--- src/rtl/reg_file_mp_if.sv ---
// Bus bundle for the dual-write, dual-read register file.
// The master drives writes and read addresses; the slave returns read data and the conflict flag.
interface reg_file_mp_if #(
   parameter int DW = 16,
   parameter int AW = 3
);
   logic          WE;
   logic [AW-1:0] RW;
   logic [DW-1:0] busW;
   logic          WE2;
   logic [AW-1:0] RW2;
   logic [DW-1:0] busW2;
   logic [AW-1:0] RA;
   logic [AW-1:0] RB;
   logic [DW-1:0] busA;
   logic [DW-1:0] busB;
   logic          wr_conflict;

   modport master (
      output WE, RW, busW, WE2, RW2, busW2, RA, RB,
      input  busA, busB, wr_conflict
   );

   modport slave (
      input  WE, RW, busW, WE2, RW2, busW2, RA, RB,
      output busA, busB, wr_conflict
   );
endinterface

--- src/rtl/reg_file_mp.sv ---
// Register file with two write ports (port 1 wins on collision) and two read ports.
// Reads are combinational with optional forwarding, or registered write-first.
module reg_file_mp #(
   parameter int DW       = 16,
   parameter int AW       = 3,
   parameter int ZERO_R0  = 0,
   parameter int BYPASS   = 1,
   parameter int READ_REG = 0
) (
   input logic         clk,
   input logic         rst_n,
   reg_file_mp_if.slave bus
);
   localparam int NREG = 2 ** AW;

   logic [DW-1:0] memReg [NREG];
   logic          we0Eff;
   logic          we1Eff;
   logic          wrConflictNext;
   logic          wrConflictReg;

   // Writes aimed at a hard-wired zero register are dropped before they can collide.
   always_comb begin
      we0Eff = bus.WE  && !((ZERO_R0 != 0) && (bus.RW  == '0));
      we1Eff = bus.WE2 && !((ZERO_R0 != 0) && (bus.RW2 == '0));
      wrConflictNext = we0Eff && we1Eff && (bus.RW == bus.RW2);
   end

   // Port 1 is assigned last so it takes the register on a same-address write.
   always_ff @(posedge clk or negedge rst_n) begin
      if (!rst_n) begin
         for (int i = 0; i < NREG; i++) begin
            memReg[i] <= '0;
         end
         wrConflictReg <= 1'b0;
      end else begin
         if (we0Eff) begin
            memReg[bus.RW] <= bus.busW;
         end
         if (we1Eff) begin
            memReg[bus.RW2] <= bus.busW2;
         end
         wrConflictReg <= wrConflictNext;
      end
   end

   for (genvar gi = 0; gi < 2; gi++) begin : g_read
      logic [AW-1:0] readAddr;
      logic [DW-1:0] storedVal;
      logic [DW-1:0] fwdVal;
      logic [DW-1:0] liveVal;
      logic [DW-1:0] readReg;
      logic [DW-1:0] readOut;

      assign readAddr = (gi == 0) ? bus.RA : bus.RB;

      always_comb begin
         storedVal = memReg[readAddr];
         fwdVal    = storedVal;
         if (we0Eff && (bus.RW == readAddr)) begin
            fwdVal = bus.busW;
         end
         if (we1Eff && (bus.RW2 == readAddr)) begin
            fwdVal = bus.busW2;
         end
         if ((ZERO_R0 != 0) && (readAddr == '0)) begin
            storedVal = '0;
            fwdVal    = '0;
         end
      end

      assign liveVal = (BYPASS != 0) ? fwdVal : storedVal;

      // The registered path always captures the write-first value.
      always_ff @(posedge clk or negedge rst_n) begin
         if (!rst_n) begin
            readReg <= '0;
         end else begin
            readReg <= fwdVal;
         end
      end

      assign readOut = (READ_REG != 0) ? readReg : (rst_n ? liveVal : '0);
   end

   assign bus.busA        = g_read[0].readOut;
   assign bus.busB        = g_read[1].readOut;
   assign bus.wr_conflict = wrConflictReg;
endmodule

--- src/flat_wrapper.sv ---
// flat-port wrapper written by rule: the top's interface ports become plain ports
module reg_file_mp_flat 
#(
   parameter int DW       = 16,
   parameter int AW       = 3,
   parameter int ZERO_R0  = 0,
   parameter int BYPASS   = 1,
   parameter int READ_REG = 0
)
  (clk, rst_n, bus_WE, bus_RW, bus_busW, bus_WE2, bus_RW2, bus_busW2, bus_RA, bus_RB, bus_busA, bus_busB, bus_wr_conflict);
  reg_file_mp_if #(.DW(DW), .AW(AW)) bus_i ();
  input logic clk;
  input logic rst_n;
  input wire logic [$bits(bus_i.WE)-1:0] bus_WE;
  input wire logic [$bits(bus_i.RW)-1:0] bus_RW;
  input wire logic [$bits(bus_i.busW)-1:0] bus_busW;
  input wire logic [$bits(bus_i.WE2)-1:0] bus_WE2;
  input wire logic [$bits(bus_i.RW2)-1:0] bus_RW2;
  input wire logic [$bits(bus_i.busW2)-1:0] bus_busW2;
  input wire logic [$bits(bus_i.RA)-1:0] bus_RA;
  input wire logic [$bits(bus_i.RB)-1:0] bus_RB;
  output wire logic [$bits(bus_i.busA)-1:0] bus_busA;
  output wire logic [$bits(bus_i.busB)-1:0] bus_busB;
  output wire logic [$bits(bus_i.wr_conflict)-1:0] bus_wr_conflict;
  assign bus_i.WE = bus_WE;
  assign bus_i.RW = bus_RW;
  assign bus_i.busW = bus_busW;
  assign bus_i.WE2 = bus_WE2;
  assign bus_i.RW2 = bus_RW2;
  assign bus_i.busW2 = bus_busW2;
  assign bus_i.RA = bus_RA;
  assign bus_i.RB = bus_RB;
  assign bus_busA = bus_i.busA;
  assign bus_busB = bus_i.busB;
  assign bus_wr_conflict = bus_i.wr_conflict;
  reg_file_mp #(.DW(DW), .AW(AW), .ZERO_R0(ZERO_R0), .BYPASS(BYPASS), .READ_REG(READ_REG)) u_core (.clk(clk), .rst_n(rst_n), .bus(bus_i));
endmodule
--- config.mk ---
export PLATFORM = sky130hd
export DESIGN_NAME = reg_file_mp_flat
export DESIGN_NICKNAME = d
export VERILOG_FILES = /design/src/rtl/reg_file_mp_if.sv /design/src/rtl/reg_file_mp.sv /design/src/flat_wrapper.sv
export SDC_FILE = /design/constraint.sdc
export NUM_CORES = 1
export LEC_CHECK = 0
export ABC_AREA = 1
export BUFFER_PORTS_ARGS = -buffer_cell sky130_fd_sc_hd__buf_2
export CAP_MARGIN = 10
export CELL_PAD_IN_SITES_DETAIL_PLACEMENT = 0
export CELL_PAD_IN_SITES_GLOBAL_PLACEMENT = 1
export CORE_MARGIN = 5
export CORE_UTILIZATION = 35
export DETAILED_ROUTE_END_ITERATION = 8
export HOLD_SLACK_MARGIN = 0.05
export PLACE_DENSITY_LB_ADDON = 0.1
export SLEW_MARGIN = 20
export SYNTH_ARGS = -nofsm -noshare
export SYNTH_HDL_FRONTEND = slang
export SYNTH_SLANG_ARGS = --single-unit
--- constraint.sdc ---
create_clock -name clk -period 2.2 [get_ports clk]
set_input_delay 0.44 -clock clk [delete_from_list [all_inputs] [get_ports clk]]
set_output_delay 0.44 -clock clk [all_outputs]
set_load 0.01 [all_outputs]
==> results.md <==
- Leakage power: roughly 6.5 nW
- H-tree depth reported by CTS: 4
- Clk network pwr share: 35.7%
- Required time of the critical path: between 1.5 and 2 ns
- Pin count of the biggest net entering global routing: 37
- Share of the synthesized area in compound gates (AO/OA/AOI/OAI): a little over an eighth
- Share of the synthesized area in the top cell type: approximately a third
- Syn avg cell area: between 6 and 7 sq um
- Number of rows in the core area: a little over 60
- Sinks on the clock net: between 100 and 150
- DPL Wire Length: 34.6 mm
- Post-synth cell types: 30
- List of most frequent post-synthesis cells: nand2_1 (554), nand3_1 (317), dfrtp_1 (129)
- Final critical-path share of the clock period: ~100%
- Remaining max-slew budget at the tightest pin: approximately two thirds
- Core Footprint: about 0.029 sq mm
- Class of the tightest hold or removal check: input pin to asynchronous set/reset pin
- Layout cell share with drive strength beyond 1: roughly a quarter
- Switching fraction of total power: 34.9%
- WL/cell: ~24 um
- Netlist Area Pre-Place: around 0.010 sq mm
- Largest family of logic cells by synthesized area: simple AND/OR/NAND/NOR gates
- Clk buf depth: 2
- Max-capacitance violation count: 0
- Number of CTS-inserted buffers: 17
- Fraction of the yosys area taken by sequential cells: 32.1%
- YS warnings: 0
- Largest cells by area after synthesis: dfrtp_1 (32%), nand2_1 (21%), nand3_1 (16%)
- Antenna cell count: 0
- Worst Setup Slack, final: 0.000758 ns
- Number of vias in the routed layout: between 10,000 and 15,000
- Net switching power: between 3 and 4 mW
- Area Growth Syn to Fin: 32.5%
- TNS Setup: 0 ns
- Met2 Use GR: approximately half
- Final clock skew: 0 ns
- Multiplexer share of the synthesized area: 0%
- Gpl congestion: ~0.94
- Main synth FF type: dfrtp_1
- Combinational cell fraction of total power: 30.4%
- Root Driver: clkbuf_16
- Count of endpoints failing hold in the final timing report: 0
- DRC violation count after routing: 0
- Shortest period the worst path allows: approximately 2.2 ns
- Most frequently used cell type in the post-synthesis netlist: nand2_1
- P per Cell Area: between 700 and 800 mW/mm^2
- Total congestion overflow after global routing: 0
- Setup-violating endpoint count in the final report: 0
- Arrival time at the worst endpoint: between 1.5 and 2 ns
- Max-slew violation count: 0
- Endpoint type of the worst setup path: output pin
- Highest Clock Rate: between 400 and 500 MHz
- Worst slack at placement: -0.131 ns
- Setup repair after global routing missed its margin: true
- Drt via density: 5.73
- Total detailed-routing wirelength: about 51 mm
- Clock-pin slew reported for the worst setup and hold paths after clock tree synthesis: ~0.060 ns
- Vertical die dimension: between 150 and 200 um
- Async set or reset register ratio after synthesis: 100%
- EDFF count, synth: 0
- Internal cell power: around 6.4 mW
- Global router's overall resource usage: between 30% and 40%
- Basic-gate share of the synthesized area counting and, or, nand and nor cells: about 43%
- Number of optimization iterations in the first detailed-route pass: 6
- Post-detailed-route count of antenna-violating nets: 0
- Post-Syn Instances: about 1,600
- Register bit total from synthesis: 129
- Wire length of the first global-routing pass: approximately 74 mm
- Busiest layer in global routing: met2
- Largest area contributor in the netlist: dfrtp_1
- Clock insertion delay at the later pin of the skew report: ~0.43 ns
- Transition at the pin with the smallest max-transition slack: ~0.47 ns
- Share of total power in sequential cells: about a third
- Detailed Route Iter0 Violations: approximately 1,600
- Worst Path Class, Setup: input pin to output pin
- Number of top-level design ports: between 80 and 90
- Antenna violations before repair: 1
- Synthesized Nets: about 1,600
- Count of input and output buffers: 80
- IR drop worst, VDD: ~0.56 mV
- Starting density of the core: about a third
- Die Footprint: between 0.03 and 0.04 sq mm
- Number of nets in the layout: roughly 1,800
- Crit-path max FO: 6
- Startpoint Class: input pin
- Met1 routing resource usage after global routing: approximately two fifths
- Grt met3 use: about 5.4%
- Total power: a little under 10 mW
- Status: finished, final reports clean
- Post-Synth Adder-Cell Area: 0%
- Width of the die: ~180 um
- Via count of the first global-routing pass: 11,200
- Synthesized-area fraction occupied by xor and xnor cells: less than 1%
- TritonCTS clock tree: built
-- registers in the layout, summed over array words and instances (netlist names) --
name                    flops
u_core.memReg             128
u_core.bus.wr_conflict      1
-- repair_timing --
item,CTS,global route
gates resized for setup,93,91
pin swaps,22,34
endpoints found under the setup margin,30,32
hold buffers,1,0
gates cloned,7,1
hold endpoints to repair,2,0
buffers inserted,10,16
-- layout make-up --
| class | instances | area, sq um |
|---|---|---|
| fill | 2962 | 15200 |
| multi-input combinational | 1230 | 6070 |
| sequential | 129 | 3230 |
| timing repair buffer | 267 | 2510 |
| tap | 384 | 480 |
| clock buffer | 20 | 457 |
| inverter | 81 | 324 |
| clock inverter | 12 | 251 |
-- placed cells by master, fill, tap and decap left out, drive strengths merged, types with 2 or more instances in the layout --
master | synthesis | routed
nand3 | 319 | 319
a21oi | 32 | 32
o22ai | 18 | 18
bufinv | 0 | 7
nand2 | 563 | 564
inv | 81 | 83
buf | 112 | 264
clkinvlp | 0 | 2
o211ai | 16 | 16
clkbuf | 42 | 21
nor3 | 17 | 17
dfrtp | 129 | 129
o21ai | 51 | 51
nor2 | 115 | 115
a31oi | 96 | 96
-- power groups by stage --
stage          registers [mW]  clock network, mW  logic, mW
2_1_floorplan            3.22                  0       1.71
3_3_place_gp             3.36                  0       2.63
3_5_place_dp             3.35                  0       2.66
4_1_cts                  3.32               3.54       2.84
5_1_grt                  3.40               3.65       3.27
6_report                 3.34               3.51       2.99
-- logic make-up (layout without fill, tap and decap cells) --
family	Yosys count	after routing
AOI/OAI and AO/OA	214	214
xor gates and xnor gates	1	1
buffers and inverters	235	380
DFF	129	129
and+or+nand+nor	1014	1015
-- layer usage --
layer / share of wire [%] / vias to the layer above
met2: 46 / 657
met4: 3.6 / 0
met3: 7.9 / 112
met1: 42 / 5855
met5: 0 / -
li1: - / 5537
-- path summary, 6_finish.rpt --
kind,endpoint,start,cells past startpoint,slack (ns)
max in group asynchronous,u_core.memReg[5],rst_n,2,1.39
worst min-delay path,u_core.memReg[1],rst_n,2,0.08
worst max register to register,u_core.memReg[25],u_core.memReg[25],4,1.34
min in group clk,u_core.bus.wr_conflict,bus_WE2,3,0.34
worst max-delay path,bus_busB[7],bus_WE2,12,0.0008
worst min register to register,u_core.memReg[36],u_core.memReg[36],2,0.56
-- critical path, cell delays in order --
cell and delay (ns):
buf_4 0.11, inv_1 0.05, nor2_2 0.15, nand2_2 0.08, o21ai_4 0.08, nand2_4 0.13
buf_12 0.16, buf_16 0.14, nand2_2 0.07, inv_2 0.04, a21oi_4 0.17, buf_6 0.13
-- per-stage QoR --
stage / hold WS [ns] / util, % / instance area (sq um) / cells
global placement: 0.301 / 40.6 / 11600 / 2060
CTS: 0.0591 / 45.2 / 12900 / 2110
detailed placement: 0.302 / 40.6 / 11600 / 2060
floorplan: 0.144 / - / 10100 / 1593
finish: 0.0823 / 46.7 / 13300 / 2123
global route: 0.0715 / 46.7 / 13300 / 2123
Note: power is estimated with default switching activity, not from simulation.
